==> src/rtl/mem_access_pkg.sv <==
// Shared definitions for the Y86-64 memory stage: instruction codes, FSM encoding
// and the icode -> memory-operation decode.
package mem_access_pkg;

  localparam logic [3:0] IHALT   = 4'h0;
  localparam logic [3:0] INOP    = 4'h1;
  localparam logic [3:0] IRRMOVQ = 4'h2;
  localparam logic [3:0] IIRMOVQ = 4'h3;
  localparam logic [3:0] IRMMOVQ = 4'h4;
  localparam logic [3:0] IMRMOVQ = 4'h5;
  localparam logic [3:0] IOPQ    = 4'h6;
  localparam logic [3:0] IJXX    = 4'h7;
  localparam logic [3:0] ICALL   = 4'h8;
  localparam logic [3:0] IRET    = 4'h9;
  localparam logic [3:0] IPUSHQ  = 4'hA;
  localparam logic [3:0] IPOPQ   = 4'hB;

  localparam logic [1:0] S_IDLE  = 2'd0;
  localparam logic [1:0] S_CHECK = 2'd1;
  localparam logic [1:0] S_XFER  = 2'd2;
  localparam logic [1:0] S_DONE  = 2'd3;

  localparam int WORD_BYTES = 8;

  typedef enum logic [1:0] {
    OP_NONE  = 2'd0,
    OP_READ  = 2'd1,
    OP_WRITE = 2'd2
  } op_kind_t;

  typedef struct packed {
    op_kind_t kind;
    logic     addr_from_vala;  // ret/popq address the stack through valA
    logic     data_from_valp;  // call stores the return address
  } mem_op_t;

  function automatic mem_op_t decode_op(input logic [3:0] icode);
    mem_op_t op;
    op.kind           = OP_NONE;
    op.addr_from_vala = 1'b0;
    op.data_from_valp = 1'b0;
    case (icode)
      IRMMOVQ, IPUSHQ: op.kind = OP_WRITE;
      ICALL: begin
        op.kind           = OP_WRITE;
        op.data_from_valp = 1'b1;
      end
      IMRMOVQ: op.kind = OP_READ;
      IRET, IPOPQ: begin
        op.kind           = OP_READ;
        op.addr_from_vala = 1'b1;
      end
      default: op.kind = OP_NONE;
    endcase
    return op;
  endfunction

endpackage

==> src/rtl/mem_access_if.sv <==
// Byte-wide data memory bus: one byte per req/ack handshake.
interface mem_access_if;
  logic        mem_req;
  logic        mem_we;
  logic [63:0] mem_addr;
  logic [7:0]  mem_wdata;
  logic [7:0]  mem_rdata;
  logic        mem_ack;

  modport master (
    output mem_req, mem_we, mem_addr, mem_wdata,
    input  mem_rdata, mem_ack
  );

  modport slave (
    input  mem_req, mem_we, mem_addr, mem_wdata,
    output mem_rdata, mem_ack
  );
endinterface

==> src/rtl/mem_access_bounds_check.sv <==
// Combinational bounds check for a 64-bit access; 65-bit sum so a base near 2^64
// that would wrap is rejected rather than aliased to low memory.
module mem_bounds_check #(
  parameter int MEM_SIZE = 1024
) (
  input  logic [63:0] base,
  output logic        ok
);
  import mem_access_pkg::*;

  logic [64:0] end_addr;

  assign end_addr = {1'b0, base} + 65'(WORD_BYTES);
  assign ok       = (end_addr <= 65'(MEM_SIZE));
endmodule

==> src/rtl/mem_access.sv <==
// Y86-64 memory stage: serialises a 64-bit little-endian load/store into eight
// byte handshakes, with bounds and per-byte timeout errors.
module mem_access
  import mem_access_pkg::*;
#(
  parameter int MEM_SIZE    = 1024,
  parameter int TIMEOUT_CYC = 255
) (
  input  logic          clk,
  input  logic          rst_n,
  input  logic          start,
  input  logic [3:0]    icode,
  input  logic [63:0]   valE,
  input  logic [63:0]   valA,
  input  logic [63:0]   valP,
  output logic          busy,
  output logic          done,
  output logic [63:0]   valM,
  output logic          dmem_error,
  mem_access_if.master  mem
);

  localparam int TW = $clog2(TIMEOUT_CYC + 1);
  localparam logic [TW-1:0] TIMER_LAST = TW'(TIMEOUT_CYC - 1);

  logic [1:0]    state_reg;
  op_kind_t      kind_reg;
  logic [63:0]   base_reg;
  logic [63:0]   wdata_reg;
  logic [63:0]   rdata_reg;
  logic [2:0]    idx_reg;
  logic [TW-1:0] timer_reg;
  logic [63:0]   valm_reg;
  logic          err_reg;

  mem_op_t start_op;
  logic    bounds_ok;
  logic    in_xfer;

  assign start_op = decode_op(icode);
  assign in_xfer  = (state_reg == S_XFER);

  mem_bounds_check #(
    .MEM_SIZE(MEM_SIZE)
  ) u_bounds (
    .base(base_reg),
    .ok  (bounds_ok)
  );

  always_ff @(posedge clk or negedge rst_n) begin
    if (!rst_n) begin
      state_reg <= S_IDLE;
      kind_reg  <= OP_NONE;
      base_reg  <= '0;
      wdata_reg <= '0;
      rdata_reg <= '0;
      idx_reg   <= '0;
      timer_reg <= '0;
      valm_reg  <= '0;
      err_reg   <= 1'b0;
    end else begin
      case (state_reg)
        S_IDLE: begin
          if (start) begin
            kind_reg  <= start_op.kind;
            base_reg  <= start_op.addr_from_vala ? valA : valE;
            wdata_reg <= start_op.data_from_valp ? valP : valA;
            state_reg <= S_CHECK;
          end
        end
        S_CHECK: begin
          if (kind_reg == OP_NONE) begin
            err_reg   <= 1'b0;
            state_reg <= S_DONE;
          end else if (!bounds_ok) begin
            err_reg   <= 1'b1;
            state_reg <= S_DONE;
          end else begin
            idx_reg   <= '0;
            timer_reg <= '0;
            state_reg <= S_XFER;
          end
        end
        S_XFER: begin
          if (mem.mem_ack) begin
            if (kind_reg == OP_READ) begin
              rdata_reg[8*idx_reg +: 8] <= mem.mem_rdata;
            end
            if (idx_reg == 3'd7) begin
              // valM must already be valid during the done cycle, so the last
              // byte is merged straight from the bus rather than from rdata_reg.
              if (kind_reg == OP_READ) begin
                valm_reg <= {mem.mem_rdata, rdata_reg[55:0]};
              end
              err_reg   <= 1'b0;
              state_reg <= S_DONE;
            end else begin
              idx_reg   <= idx_reg + 3'd1;
              timer_reg <= '0;
            end
          end else if (timer_reg == TIMER_LAST) begin
            err_reg   <= 1'b1;
            state_reg <= S_DONE;
          end else begin
            timer_reg <= timer_reg + 1'b1;
          end
        end
        default: begin
          state_reg <= S_IDLE;
        end
      endcase
    end
  end

  assign busy       = (state_reg != S_IDLE);
  assign done       = (state_reg == S_DONE);
  assign valM       = valm_reg;
  assign dmem_error = err_reg;

  // Bus outputs derive from the state register, so an async reset drops mem_req at once.
  assign mem.mem_req   = in_xfer;
  assign mem.mem_we    = in_xfer && (kind_reg == OP_WRITE);
  assign mem.mem_addr  = in_xfer ? (base_reg + 64'(idx_reg)) : '0;
  assign mem.mem_wdata = (in_xfer && (kind_reg == OP_WRITE)) ? wdata_reg[8*idx_reg +: 8] : '0;

endmodule

==> src/flat_wrapper.sv <==
// flat-port wrapper written by rule: the top's interface ports become plain ports
module mem_access_flat import mem_access_pkg::*;
#(
  parameter int MEM_SIZE    = 1024,
  parameter int TIMEOUT_CYC = 255
)
  (clk, rst_n, start, icode, valE, valA, valP, busy, done, valM, dmem_error, mem_mem_req, mem_mem_we, mem_mem_addr, mem_mem_wdata, mem_mem_rdata, mem_mem_ack);
  mem_access_if mem_i ();
  input  logic clk;
  input  logic rst_n;
  input  logic start;
  input  logic [3:0] icode;
  input  logic [63:0] valE;
  input  logic [63:0] valA;
  input  logic [63:0] valP;
  output logic busy;
  output logic done;
  output logic [63:0] valM;
  output logic dmem_error;
  output wire logic [$bits(mem_i.mem_req)-1:0] mem_mem_req;
  output wire logic [$bits(mem_i.mem_we)-1:0] mem_mem_we;
  output wire logic [$bits(mem_i.mem_addr)-1:0] mem_mem_addr;
  output wire logic [$bits(mem_i.mem_wdata)-1:0] mem_mem_wdata;
  input wire logic [$bits(mem_i.mem_rdata)-1:0] mem_mem_rdata;
  input wire logic [$bits(mem_i.mem_ack)-1:0] mem_mem_ack;
  assign mem_mem_req = mem_i.mem_req;
  assign mem_mem_we = mem_i.mem_we;
  assign mem_mem_addr = mem_i.mem_addr;
  assign mem_mem_wdata = mem_i.mem_wdata;
  assign mem_i.mem_rdata = mem_mem_rdata;
  assign mem_i.mem_ack = mem_mem_ack;
  mem_access #(.MEM_SIZE(MEM_SIZE), .TIMEOUT_CYC(TIMEOUT_CYC)) u_core (.clk(clk), .rst_n(rst_n), .start(start), .icode(icode), .valE(valE), .valA(valA), .valP(valP), .busy(busy), .done(done), .valM(valM), .dmem_error(dmem_error), .mem(mem_i));
endmodule
==> config.mk <==
export PLATFORM = sky130hd
export DESIGN_NAME = mem_access_flat
export DESIGN_NICKNAME = d
export VERILOG_FILES = /design/src/rtl/mem_access_pkg.sv /design/src/rtl/mem_access_if.sv /design/src/rtl/mem_access_bounds_check.sv /design/src/rtl/mem_access.sv /design/src/flat_wrapper.sv
export SDC_FILE = /design/constraint.sdc
export NUM_CORES = 1
export LEC_CHECK = 0
export BUFFER_PORTS_ARGS = -buffer_cell sky130_fd_sc_hd__buf_4
export CORE_MARGIN = 2
export CORE_UTILIZATION = 50
export DETAILED_ROUTE_END_ITERATION = 8
export GPL_TIMING_DRIVEN = 0
export PLACE_DENSITY = 0.83
export SYNTH_ARGS = -nofsm -noshare
export SYNTH_HDL_FRONTEND = slang
export SYNTH_SLANG_ARGS = --single-unit
==> constraint.sdc <==
create_clock -name clk -period 3.5 [get_ports clk]
set_input_delay 0.7 -clock clk [delete_from_list [all_inputs] [get_ports clk]]
set_output_delay 0.7 -clock clk [all_outputs]
set_load 0.03 [all_outputs]
==> After elaboration in Yosys (flattened, before gate mapping) <==
Cells that the tools add are included.
{ "totals": {"wordCells": 88, "output_inout_bits": 141, "mem_bits_rw": 0, "mem_bits_ro": 0, "register_bits": 272, "latch_bits": 0, "mem_count": 0, "in_bits": 208} }
{ "op_classes": {"n_eq_ne": 23, "shift": 3, "reduce_logical": 15, "muxes": 32, "order_cmp": 1, "n_bitwise": 0, "n_mul": 0, "addsub": 5, "n_div": 0} }
{ "op_table": {"columns": ["cell", "n"], "rows": [
  ["2-to-1 mux 64 bit", 3],
  ["adder 64 x 4 -> 65 bit (second input constant)", 1],
  ["less-or-equal comparator 65 x 11 -> 1 bit (second input constant)", 1],
  ["adder 64 x 3 -> 64 bit", 1],
  ["bitwise mux 64 bit", 1],
  ["variable shift 8 x 34 -> 64 bit (first input constant)", 1],
  ["variable part select 64 x 7 -> 8 bit", 1],
  ["variable part select 8 x 34 -> 64 bit", 1],
  ["2-to-1 mux 8 bit", 6],
  ["negation 6 -> 34 bit", 1],
  ["== test 4 bit (second input constant)", 4],
  ["case mux 8 bit (2 select lines)", 1],
  ["inequality test 3 bit (second input constant)", 5],
  ["2-to-1 mux 3 bit", 4],
  ["2-to-1 mux 2 bit", 5],
  ["AND reduction 5 bit", 2],
  ["adder 8 x 1 -> 8 bit (second input constant)", 1],
  ["== test 4 x 3 -> 1 bit (second input constant)", 2],
  ["== test 8 bit (second input constant)", 1],
  ["2-to-1 mux 1 bit", 8],
  ["inequality test 2 bit (second input constant)", 4],
  ["AND reduction 4 bit", 2],
  ["== test 2 bit (second input constant)", 3],
  ["case mux 2 bit (3 select lines)", 1],
  ["14 further kinds", 19]
]} }

==> Logic depth before layout (Yosys ltp) <==
Gate-level depths: netlist of run 1.
{ "depth": {"word_depth": 5, "ltp_mapped": 13, "depth_no_buf": 10} }

==> By module <==
A second synthesis of run 1 with hierarchy kept.
{ "unflattened": {"cells_unflattened": 1581, "hier_area_um2": 15232.1} }
{ "by_module_without_submodules": {"columns": ["module", "cells_each", "seq_area_each_um2", "area_per_inst_um2", "instances"], "rows": [
  ["mem_access", 1335, 6606.3, 13710.6, 1],
  ["mem_bounds_check", 246, 0.0, 1521.5, 1]
]} }

==> Least setup slack after synthesis of run 1 <==
No wires, ideal clock.
{ "synth_path": {"path_type": "register to register", "from": "register u_core.base_reg[47]", "to": "register u_core.idx_reg[0]", "n_path_buf": 2, "path_slack_ps": 14, "synth_period_minus_slack_ps": 3486, "stages_incl_launch_ff": 12, "setup_ps": 125, "required_time_ps": 3375, "t_arrival_ps": 3361, "path_cell_list": "dfrtp_1 > clkbuf_1 > nand4_1 > or4_1 > nor4b_1 > xnor2_1 > o21ai_0 > nor4_1 > a41o_1 > buf_6 > nand2_2 > mux2_4"} }
{ "synth_via": {"elab_chain_len": 4} }
{ "synth_rtl": {"columns": ["element", "line_no", "rtl"], "rows": [
  ["start, declared", "mem_access.sv:28", "logic [63:0] base_reg;"],
  ["start signal, assigned", "mem_access.sv:66", "base_reg <= start_op.addr_from_vala ? valA : valE;"],
  ["adder 64 x 4 -> 65 bit", "mem_access_bounds_check.sv:13", "assign end_addr = {1'b0, base} + 65'(WORD_BYTES);"],
  ["less-or-equal comparator 65 x 11 -> 1 bit", "mem_access_bounds_check.sv:14", "assign ok = (end_addr <= 65'(MEM_SIZE));"],
  ["inequality test 2 x 1 -> 1 bit (no line)", null, null],
  ["AND reduction 5 bit (no line)", null, null],
  ["end signal, assigned", "mem_access.sv:98", "idx_reg <= idx_reg + 3'd1;"],
  ["end, declared", "mem_access.sv:31", "logic [2:0] idx_reg;"]
]} }
Every way passes these cells.
A chain may end at the register's enable or synchronous reset.

==> Worst setup path in the final report of run 1 <==
{ "layout_path": {"from": "register u_core.base_reg[42]", "to": "output port mem_mem_addr[61]"} }
{ "layout_via": {"elab_chain_len": 2} }
{ "layout_rtl": {"columns": ["element", "line_no", "rtl"], "rows": [
  ["adder 64 x 3 -> 64 bit", "mem_access.sv:123", "assign mem.mem_addr = in_xfer ? (base_reg + 64'(idx_reg)) : '0;"],
  ["2-to-1 mux 64 bit", "mem_access.sv:123", null],
  ["end, declared", "flat_wrapper.sv:22", "output wire logic [$bits(mem_i.mem_addr)-1:0] mem_mem_addr;"]
]} }
Every way passes these cells.

==> results of run 1 <==
## what timing repair did
action                                 CTS  global route
setup endpoints to repair              131            73
resized for setup                      160            80
pin swaps                               49            34
endpoints found under the hold margin    0             0
buffers inserted                        63            33
## layout by cell type (no fill, tap or decap), drive strengths merged, types with 4 or more instances in the layout
cell    synthesis  layout
o22ai           6       6
xnor2          32      32
clkinv          1       9
xor2           39      39
nor2b           6       6
or3            19      19
o21ai         188     188
mux4           16      16
nand4          48      48
and2           10      10
inv            20      22
and3           12      12
nor2          103     103
nand3          57      57
clkbuf        104     118
or4            11      11
mux2           84      84
nor3b           4       4
ha             17      17
a22o            9       9
nor4b           4       4
nor3           24      24
a211o           5       5
a21oi          27      27
nor4           28      28
dfrtp         264     264
or2             4       4
and4           16      16
mux2i         131     131
nand2         260     260
buf            23     463
nand3b          6       6
## path summary, 6_finish.rpt
| kind | from | to | slack (ns) | depth (start not counted) |
|---|---|---|---|---|
| worst min-delay path | rst_n | u_core.valM[51]$_DFFE_PN0P_ | -0.0007 | 1 |
| min in group clk | icode[0] | u_core.kind_reg[1]$_DFFE_PN0P_ | 0.38 | 2 |
| max in group asynchronous | rst_n | u_core.base_reg[26]$_DFFE_PN0P_ | 2.56 | 2 |
| worst max-delay path | u_core.base_reg[42]$_DFFE_PN0P_ | mem_mem_addr[61] | -0.32 | 9 |
| worst max register to register | u_core.base_reg[42]$_DFFE_PN0P_ | u_core.dmem_error$_DFFE_PN0P_ | 0.01 | 12 |
| worst min register to register | u_core.wdata_reg[60]$_DFFE_PN0P_ | u_core.wdata_reg[60]$_DFFE_PN0P_ | 0.48 | 2 |
## critical path, stage by stage (launching register included)
cell and delay (ns):
dfrtp_1 0.35, buf_6 0.12, nand2_8 0.07, or4_4 0.55, or3_4 0.35, or4_4 0.58
nor2_4 0.12, xnor2_2 0.15, nor2_1 0.07, buf_4 0.19
## cell families (layout without fill, tap and decap cells)
group           count (synthesis)  after routing  synth area share, %
compound gates                280            280                 10.5
xor+xnor                       71             71                 4.06
mux                           231            231                 17.1
flops                         264            264                 43.2
buf+inv                       148            618                 3.86
simple gates                  617            617                 19.7
fa+ha+maj                      18             18                 1.52
## power by group through the flow
stage	Combinational [mW]	Sequential, mW	Clock (mW)
2_1_floorplan	3.79	4.23	0
3_3_place_gp	5.72	4.40	0
3_5_place_dp	5.85	4.45	0
4_1_cts	6.12	4.69	3.17
5_1_grt	6.92	4.86	3.30
6_report	6.48	4.79	3.15
## stage by stage
stage                     total power [mW]  setup WS [ns]  hold WS, ns
after floorplan                       8.02         0.0139        0.404
after global placement                10.1          -1.44        0.457
after detailed placement              10.3          -1.47        0.465
after CTS                             14.0         -0.367      0.00174
after global routing                  15.1         -0.385      0.00652
final                                 14.4         -0.318    -0.000660
## layout make-up
type	instances	area (um^2)
Buffer	99	508
Clock buffer	39	803
Clock inverter	15	179
Fill cell	2303	9300
Inverter	21	82.6
Multi-Input combinational cell	1217	8880
Sequential cell	264	6640
Tap cell	396	495
Timing Repair Buffer	444	3470
## per-layer routing
layer,vias to the layer above,share of wire [%],routed length [um]
li1,6703,-,-
met1,7581,40,24200
met2,915,46,28300
met3,180,9.0,5460
met4,4,4.9,3000
met5,-,0.041,25
==> flow_summary.yaml, run 1 <==
run_status:
  status: "complete, but fails checks"
  failed_checks: "hold timing, setup timing"
sta:
  max_freq_ghz: 0.262
  worst_pin_slew_ns: 1.22
  hold_viol_final: 1
  period_minus_slack_ns: 3.82
  whs_ns: -0.000660
  setup_viol: 22
  fin_ws_ns: -0.318
  finalCritPeriodShare_pct: 109
  finalMaxSlewViolations: 0
  worst_slew_margin_rel_pct: 18.9
  tns_ns: -2.97
  finClkSkew_ns: 0.0103
  grt_setup_unrepaired: "yes"
routing:
  vias: 15383
  viasPerCell: 6.17
  drt-initial-drc-count: 1774
  wl_per_cell_um: 24.4
  drc: 0
  firstDrtPassIters: 6
  ant_nets: 0
  routed_wl_mm: 61.0
placed_design:
  place.gp.congestion: 1.01
  placed_cells: 2375
  dpl.hpwl_mm: 45.6
  portBuffers: 348
  postPlaceCellArea_mm2: 0.0185
clock_network:
  cts_max_path_buffers: 3
  clk_root_buffer_cell: "clkbuf_16"
  cts-htree-levels: 1
  clkTransAtPathRegs_ns: 0.06
  cts_hold_buf: 0
  cts_tree: "built"
  clk_latency_ns: 0.58
  cts_buffers: 29
  cts.sinks: 264
grt:
  use_met3_pct: 6.38
  gr-total-overflow: 0
  use_met2_pct: 60.7
  antenna_found_initial: 2
  grt_util_met1_pct: 49.9
  grt_pass1_wl_mm: 89.2
  grt_max_degree: 116
  grt.total_usage_pct: 37.4
  grt-busiest-layer: "met2"
  grt_pass1_vias: 14904
logic_synthesis:
  ys.flop_type: "dfrtp_1"
  synth-async-reset-ratio_pct: 100
  yosys-top-cells-count: "dfrtp_1 (264), nand2_1 (258), o21ai_0 (188), mux2i_1 (131)"
  synth_top_area_share_pct: 43.2
  post_synth.cell_area_avg_um2: 9.40
  synth_nets: 1855
  synthCells: 1629
  yosys_warnings: 0
  synth_area_mm2: 0.0153
  synth_area_leader_cell: "dfrtp_1"
  synth_cell_type_count: 72
  synth_edf_count: 0
  ys_seq_area_share_pct: 43.2
  yosysMostFrequentCell: "dfrtp_1"
  synth-seq-cells: 264
  ys_top_cells_by_area: "dfrtp_1 (43%), mux2i_1 (8.6%), nand2_1 (6.3%)"
die:
  die_h_um: 179
  io_pins: 349
  start_util_pct: 50.4
  fp.dieW_um: 179
  dieArea_mm2: 0.0320
  core-area_mm2: 0.0303
  fp-row-count: 64
worst_setup_path:
  critPathRequiredTime_ns: 2.80
  crit_arrival_ns: 3.12
  cp-end-kind: "output pin"
  cp_max_fo: 9
  critical_path_class: "reg2out"
  start_kind: "flip-flop"
pwr:
  irDropWorstVdd_v: 0.000451
  p_seq_share_pct: 33.2
  swShare_pct: 42.9
  p_comb_share_pct: 44.9
  p_leak_nw: 9.82
  p_clk_share_pct: 21.9
  power_switching_mw: 6.19
  p_per_area_mw_per_mm2: 686
  p_int_mw: 8.25
finish:
  drive_gt1_share_pct: 36.6
  n_antenna_cell: 0
  fin_nets: 2302
  fin_cells: 2495
  synthToLayoutAreaGrowth_pct: 37.5
  design_area_mm2: 0.0211
  fin_util_pct: 69.4
job:
  drv_cap: 0
hold_path:
  hold_class: "in2async"
Note: power is estimated with default switching activity, not from simulation.
==> run 2: changes to the inputs <==
--- a/config.mk
+++ b/config.mk
@@ -11,6 +11,7 @@
 export DETAILED_ROUTE_END_ITERATION = 8
 export GPL_TIMING_DRIVEN = 0
 export PLACE_DENSITY = 0.83
+export REMOVE_ABC_BUFFERS = 1
 export SYNTH_ARGS = -nofsm -noshare
 export SYNTH_HDL_FRONTEND = slang
 export SYNTH_SLANG_ARGS = --single-unit
==> run 2 against run 1 <==
  * The run ends with setup timing left
  * Wire length is 12% lower
  * Die area did not move
  * Setup slack improved by 0.030 ns
  * Final cell count is 2.2% lower
  * Core utilization down 0.68 points
  * Count of clock-buffer cells in the layout shrank 4
  * Critical path depth unchanged
  * Highest routed layer is now met4
  * Non-clock buffer count decreased by 47
  * Clock skew rose by 0.0049 ns
  * First-iteration DRC count decreased by 23%
==> flow_summary.yaml, run 2 (same netlist as run 1, synthesis figures left out) <==
clock_network:
  clkTransAtPathRegs_ns: 0.07
  cts.sinks: 264
  cts_max_path_buffers: 3
  cts-htree-levels: 1
  clk_root_buffer_cell: "clkbuf_16"
  cts_tree: "built"
  clk_latency_ns: 0.56
  cts_buffers: 27
worst_setup_path:
  r2r-start: "u_core.base_reg[39]$_DFFE_PN0P_"
  reg2reg_depth: 11
  path_depth: 9
  worstReg2RegEnd: "u_core.idx_reg[0]$_DFFE_PN0P_"
  critical_path_class: "reg2out"
  rrSetupSlack_ns: 0.04
  cp_top_family: "simple AND/OR/NAND/NOR gates"
  cpMostUsedCell: "or4_4"
  cp_max_fo: 3
  crit_buf_inv: 2
  critPathSlowestCell: "or4_4"
  critPathCapture: "mem_mem_addr[61]"
  cp-end-kind: "output pin"
  startpoint: "u_core.base_reg[39]$_DFFE_PN0P_"
  critPathRequiredTime_ns: 2.80
  crit_arrival_ns: 3.09
  crit_path_max_incr_delay_ns: 0.56
  start_kind: "flip-flop"
  cp_cell_sequence: "nand3_4, or4_4, buf_6, or3_4, or4_4, nor2_4, xnor2_1, nor2_1, buf_4"
grt:
  grt_pass1_vias: 14458
  grt_pass1_wl_mm: 81.1
  grt_max_degree: 120
  antenna_found_initial: 0
  grt.total_usage_pct: 32.8
  gr-total-overflow: 0
finish:
  fin_nets: 2253
  final_cell_mix: "buf_4 (466), nand2_1 (252), dfrtp_1 (215)"
  fin_cells: 2441
  seq_area_mm2: 0.00668
  drive_gt1_share_pct: 38.5
  fillers: 2235
  multi_input_area_mm2: 0.00875
  final_common_cell: "buf_4"
  synthToLayoutAreaGrowth_pct: 36.2
  n_antenna_cell: 0
  fin_util_pct: 68.7
run_status:
  failed_checks: "setup timing"
  status: "complete, but fails checks"
sta:
  worst_pin_slew_ns: 1.23
  tns_ns: -1.39
  fin_ws_ns: -0.288
  finalCritPeriodShare_pct: 108
  setup_viol: 11
  finalMaxSlewViolations: 0
  max_freq_ghz: 0.264
  grt_setup_unrepaired: "yes"
  finClkSkew_ns: 0.0152
  hold_viol_final: 0
  worst_slew_margin_rel_pct: 17.1
  period_minus_slack_ns: 3.79
routing:
  viasPerCell: 6.03
  ant_nets: 0
  vias: 14724
  wl_per_cell_um: 22.1
  drc: 0
  firstDrtPassIters: 5
  drt-initial-drc-count: 1365
  routed_wl_mm: 53.9
pwr:
  p_per_area_mw_per_mm2: 683
  irDropWorstVdd_v: 0.000434
  p_leak_nw: 9.72
die:
  fp.dieW_um: 179
  dieArea_mm2: 0.0320
  core-area_mm2: 0.0303
  start_util_pct: 50.4
  die_h_um: 179
  fp-row-count: 64
  io_pins: 349
hold_path:
  hold_class: "in2async"
placed_design:
  placed_cells: 2261
  portBuffers: 348
  dpl.hpwl_mm: 37.1
  place.gp.congestion: 0.936
job:
  drv_cap: 0
==> run 2: timing repair <==
action	in CTS	in global routing
endpoints found under the setup margin	92	65
resized for setup	140	45
hold buffers	0	0
pin swaps	42	26
buffers inserted	79	56
==> run 2: worst min-delay path by stage <==
| stage | from | to | slack, ns | depth (start not counted) |
|---|---|---|---|---|
| 2_1_floorplan | rst_n | u_core.base_reg[0]$_DFFE_PN0P_ | 0.40 | 0 |
| 3_3_place_gp | u_core.wdata_reg[28]$_DFFE_PN0P_ | u_core.wdata_reg[28]$_DFFE_PN0P_ | 0.46 | 2 |
| 3_5_place_dp | u_core.wdata_reg[48]$_DFFE_PN0P_ | u_core.wdata_reg[48]$_DFFE_PN0P_ | 0.46 | 2 |
| 4_1_cts | rst_n | u_core.rdata_reg[14]$_DFFE_PN0P_ | 0.13 | 1 |
| 5_1_grt | rst_n | u_core.rdata_reg[9]$_DFFE_PN0P_ | 0.14 | 1 |
| 6_report | rst_n | u_core.rdata_reg[10]$_DFFE_PN0P_ | 0.09 | 1 |
==> run 2: metal layers <==
| layer | wire (um) | vias up | global-route usage (%) |
|---|---|---|---|
| li1 | - | 6597 | - |
| met1 | 20300 | 7192 | 40.5 |
| met2 | 27000 | 777 | 57.5 |
| met3 | 4730 | 158 | 6.55 |
| met4 | 1860 | 0 | 10.3 |
| met5 | 0 | - | 0 |
==> run 2: power by group <==
| part | internal, mW | total, mW | switching, mW | leakage, nW |
|---|---|---|---|---|
| combinational | 2.56 | 6.16 | 3.60 | 5.85 |
| clock | 1.84 | 3.11 | 1.27 | 0.456 |
| sequential | 3.90 | 4.98 | 1.09 | 3.42 |
| total | 8.29 | 14.2 | 5.95 | 9.72 |
==> run 2: final cells by class <==
cell class	count	share of cell area, %
tap	396	2.38
clock buffer	35	3.48
inverter	21	0.378
multi-input combinational	1217	42.0
sequential	264	32.0
timing repair buffer	496	18.8
clock inverter	12	1.01
==> run 2: metrics by stage <==
stage	hold WS (ns)	cell area [um^2]	setup WS, ns	total power [mW]
CTS	0.125	20300	-0.262	13.7
detailed placement	0.465	18200	-1.43	9.90
global route	0.142	20800	-0.327	14.9
floorplan	0.404	14800	-4.97	7.82
finish	0.0892	20800	-0.288	14.2
global placement	0.457	17900	-7.92	9.77
==> run 3: changes to the inputs <==
--- a/config.mk
+++ b/config.mk
@@ -12,6 +12,7 @@
 export GPL_TIMING_DRIVEN = 0
 export PLACE_DENSITY = 0.83
 export REMOVE_ABC_BUFFERS = 1
+export SKIP_LAST_GASP = 1
 export SYNTH_ARGS = -nofsm -noshare
 export SYNTH_HDL_FRONTEND = slang
 export SYNTH_SLANG_ARGS = --single-unit
==> run 3 against run 2 <==
  * The flow still finishes with violations (setup timing)
  * Final cell count is 0.45% lower
  * Sequential share of layout area is 0.19 points higher
  * Count of clock-buffer cells in the layout stayed put
  * Non-clock buffer count is 11 lower
  * Total power is 0.81% lower
  * Design area is 0.55% lower
  * Largest cell class unchanged
  * Largest power group unchanged
==> flow_summary.yaml, run 3 (same netlist as run 1, synthesis figures left out) <==
run_status:
  status: "complete, but fails checks"
  failed_checks: "setup timing"
grt:
  grt_pass1_wl_mm: 81.2
  gr-total-overflow: 0
  grt_max_degree: 120
  grt.total_usage_pct: 32.8
  grt_pass1_vias: 14421
  antenna_found_initial: 0
sta:
  fin_ws_ns: -0.291
  finClkSkew_ns: 0.0127
  worst_pin_slew_ns: 1.29
  finalMaxSlewViolations: 0
  tns_ns: -1.47
  period_minus_slack_ns: 3.79
  worst_slew_margin_rel_pct: 13.5
  grt_setup_unrepaired: "yes"
  setup_viol: 10
  max_freq_ghz: 0.264
  hold_viol_final: 0
  finalCritPeriodShare_pct: 108
routing:
  ant_nets: 0
  drt-initial-drc-count: 1429
  drc: 0
  wl_met2_mm: 26.8
  vias: 14717
  m1WireLength_mm: 20.3
  viasPerCell: 6.06
  routed_wl_mm: 53.8
  top_layer: "met4"
  dr_wl_met3_mm: 4.76
  wl_per_cell_um: 22.1
  firstDrtPassIters: 5
finish:
  design_area_mm2: 0.0207
  n_antenna_cell: 0
  synthToLayoutAreaGrowth_pct: 35.5
  final_common_cell: "buf_4"
  fin_nets: 2242
  fin_util_pct: 68.3
  drive_gt1_share_pct: 38.1
  final_cell_mix: "buf_4 (457), nand2_1 (252), dfrtp_1 (213)"
clock_network:
  clkTransAtPathRegs_ns: 0.07
  cts_buffers: 27
  cts_tree: "built"
  cts-htree-levels: 1
  clk_root_buffer_cell: "clkbuf_16"
  cts.sinks: 264
  cts_max_path_buffers: 3
  clk_latency_ns: 0.56
worst_setup_path:
  cp_max_fo: 3
  crit_arrival_ns: 3.09
  critical_path_class: "reg2out"
  startpoint: "u_core.base_reg[39]$_DFFE_PN0P_"
  start_kind: "flip-flop"
  worstReg2RegEnd: "u_core.dmem_error$_DFFE_PN0P_"
  reg2reg_depth: 11
  rrSetupSlack_ns: -0.02
  r2r-start: "u_core.base_reg[39]$_DFFE_PN0P_"
  critPathRequiredTime_ns: 2.80
  cp-end-kind: "output pin"
pwr:
  p_per_area_mw_per_mm2: 681
  p_leak_nw: 9.65
  total_power_mw: 14.1
  irDropWorstVdd_v: 0.000435
placed_design:
  place.gp.congestion: 0.936
  place_ws_ns: -1.43
  dpl.hpwl_mm: 37.1
  portBuffers: 348
  postPlaceCellArea_mm2: 0.0182
hold_path:
  hold_class: "in2async"
die:
  core-area_mm2: 0.0303
  die_h_um: 179
  io_pins: 349
  fp-row-count: 64
  fp.dieW_um: 179
  dieArea_mm2: 0.0320
  start_util_pct: 50.4
job:
  drv_cap: 0
## run 3: changes by cell type in the layout (fill, tap and decap cells not counted), sizes merged
cell / delta
buf: -11
## run 3: repair_timing
| item | in CTS | in global routing |
|---|---|---|
| endpoints found under the hold margin | 0 | 0 |
| resized for setup | 135 | 44 |
| pin swaps | 40 | 24 |
| setup endpoints to repair | 92 | 65 |
| buffers inserted | 79 | 45 |
| hold buffers | 0 | 0 |
## run 3: worst max-delay path: stages, from the launching register on
cell and delay [ns]:
dfrtp_2 0.43, nand3_4 0.10, or4_4 0.56, buf_6 0.14, or3_4 0.37, or4_4 0.47
nor2_4 0.11, xnor2_1 0.12, nor2_1 0.06, buf_4 0.18
## run 3: per-stage QoR
| stage | cells | hold WS (ns) |
|---|---|---|
| 6_report | 2430 | 0.0996 |
| 5_1_grt | 2430 | 0.133 |
| 4_1_cts | 2387 | 0.125 |
| 3_5_place_dp | 2261 | 0.465 |
| 3_3_place_gp | 2246 | 0.457 |
| 2_1_floorplan | 1502 | 0.404 |
## run 3: power by group
| part | internal [mW] | leakage [nW] | total [mW] | switching [mW] |
|---|---|---|---|---|
| Clock | 1.84 | 0.456 | 3.11 | 1.27 |
| Sequential | 3.90 | 3.42 | 5.01 | 1.11 |
| Combinational | 2.47 | 5.78 | 6.01 | 3.54 |
## run 3: cell type report
class                   instances  area [um^2]
flip-flops and latches        264         6680
clock inverters                12          210
fillers                      2247         9610
clock buffers                  35          726
inverters                      21         78.8
repair buffers                485         3830
well taps                     396          495
multi-input cells            1217         8710
## run 3: layer usage
layer | up-vias | track usage (%)
met5 | - | 0
met4 | 0 | 10.2
met3 | 149 | 6.02
met2 | 813 | 57.5
met1 | 7181 | 40.9
li1 | 6574 | -
## run 3: how the worst max path moves through the flow
stage	end	depth (start not counted)	slack, ns
after CTS	mem_mem_addr[61]	9	-0.26
after global placement	u_core.wdata_reg[56]$_DFFE_PN0P_	5	-7.92
after global routing	mem_mem_addr[62]	9	-0.33
after detailed placement	u_core.idx_reg[0]$_DFFE_PN0P_	10	-1.43
after floorplan	u_core.wdata_reg[0]$_DFFE_PN0P_	4	-4.97
final	mem_mem_addr[61]	9	-0.29
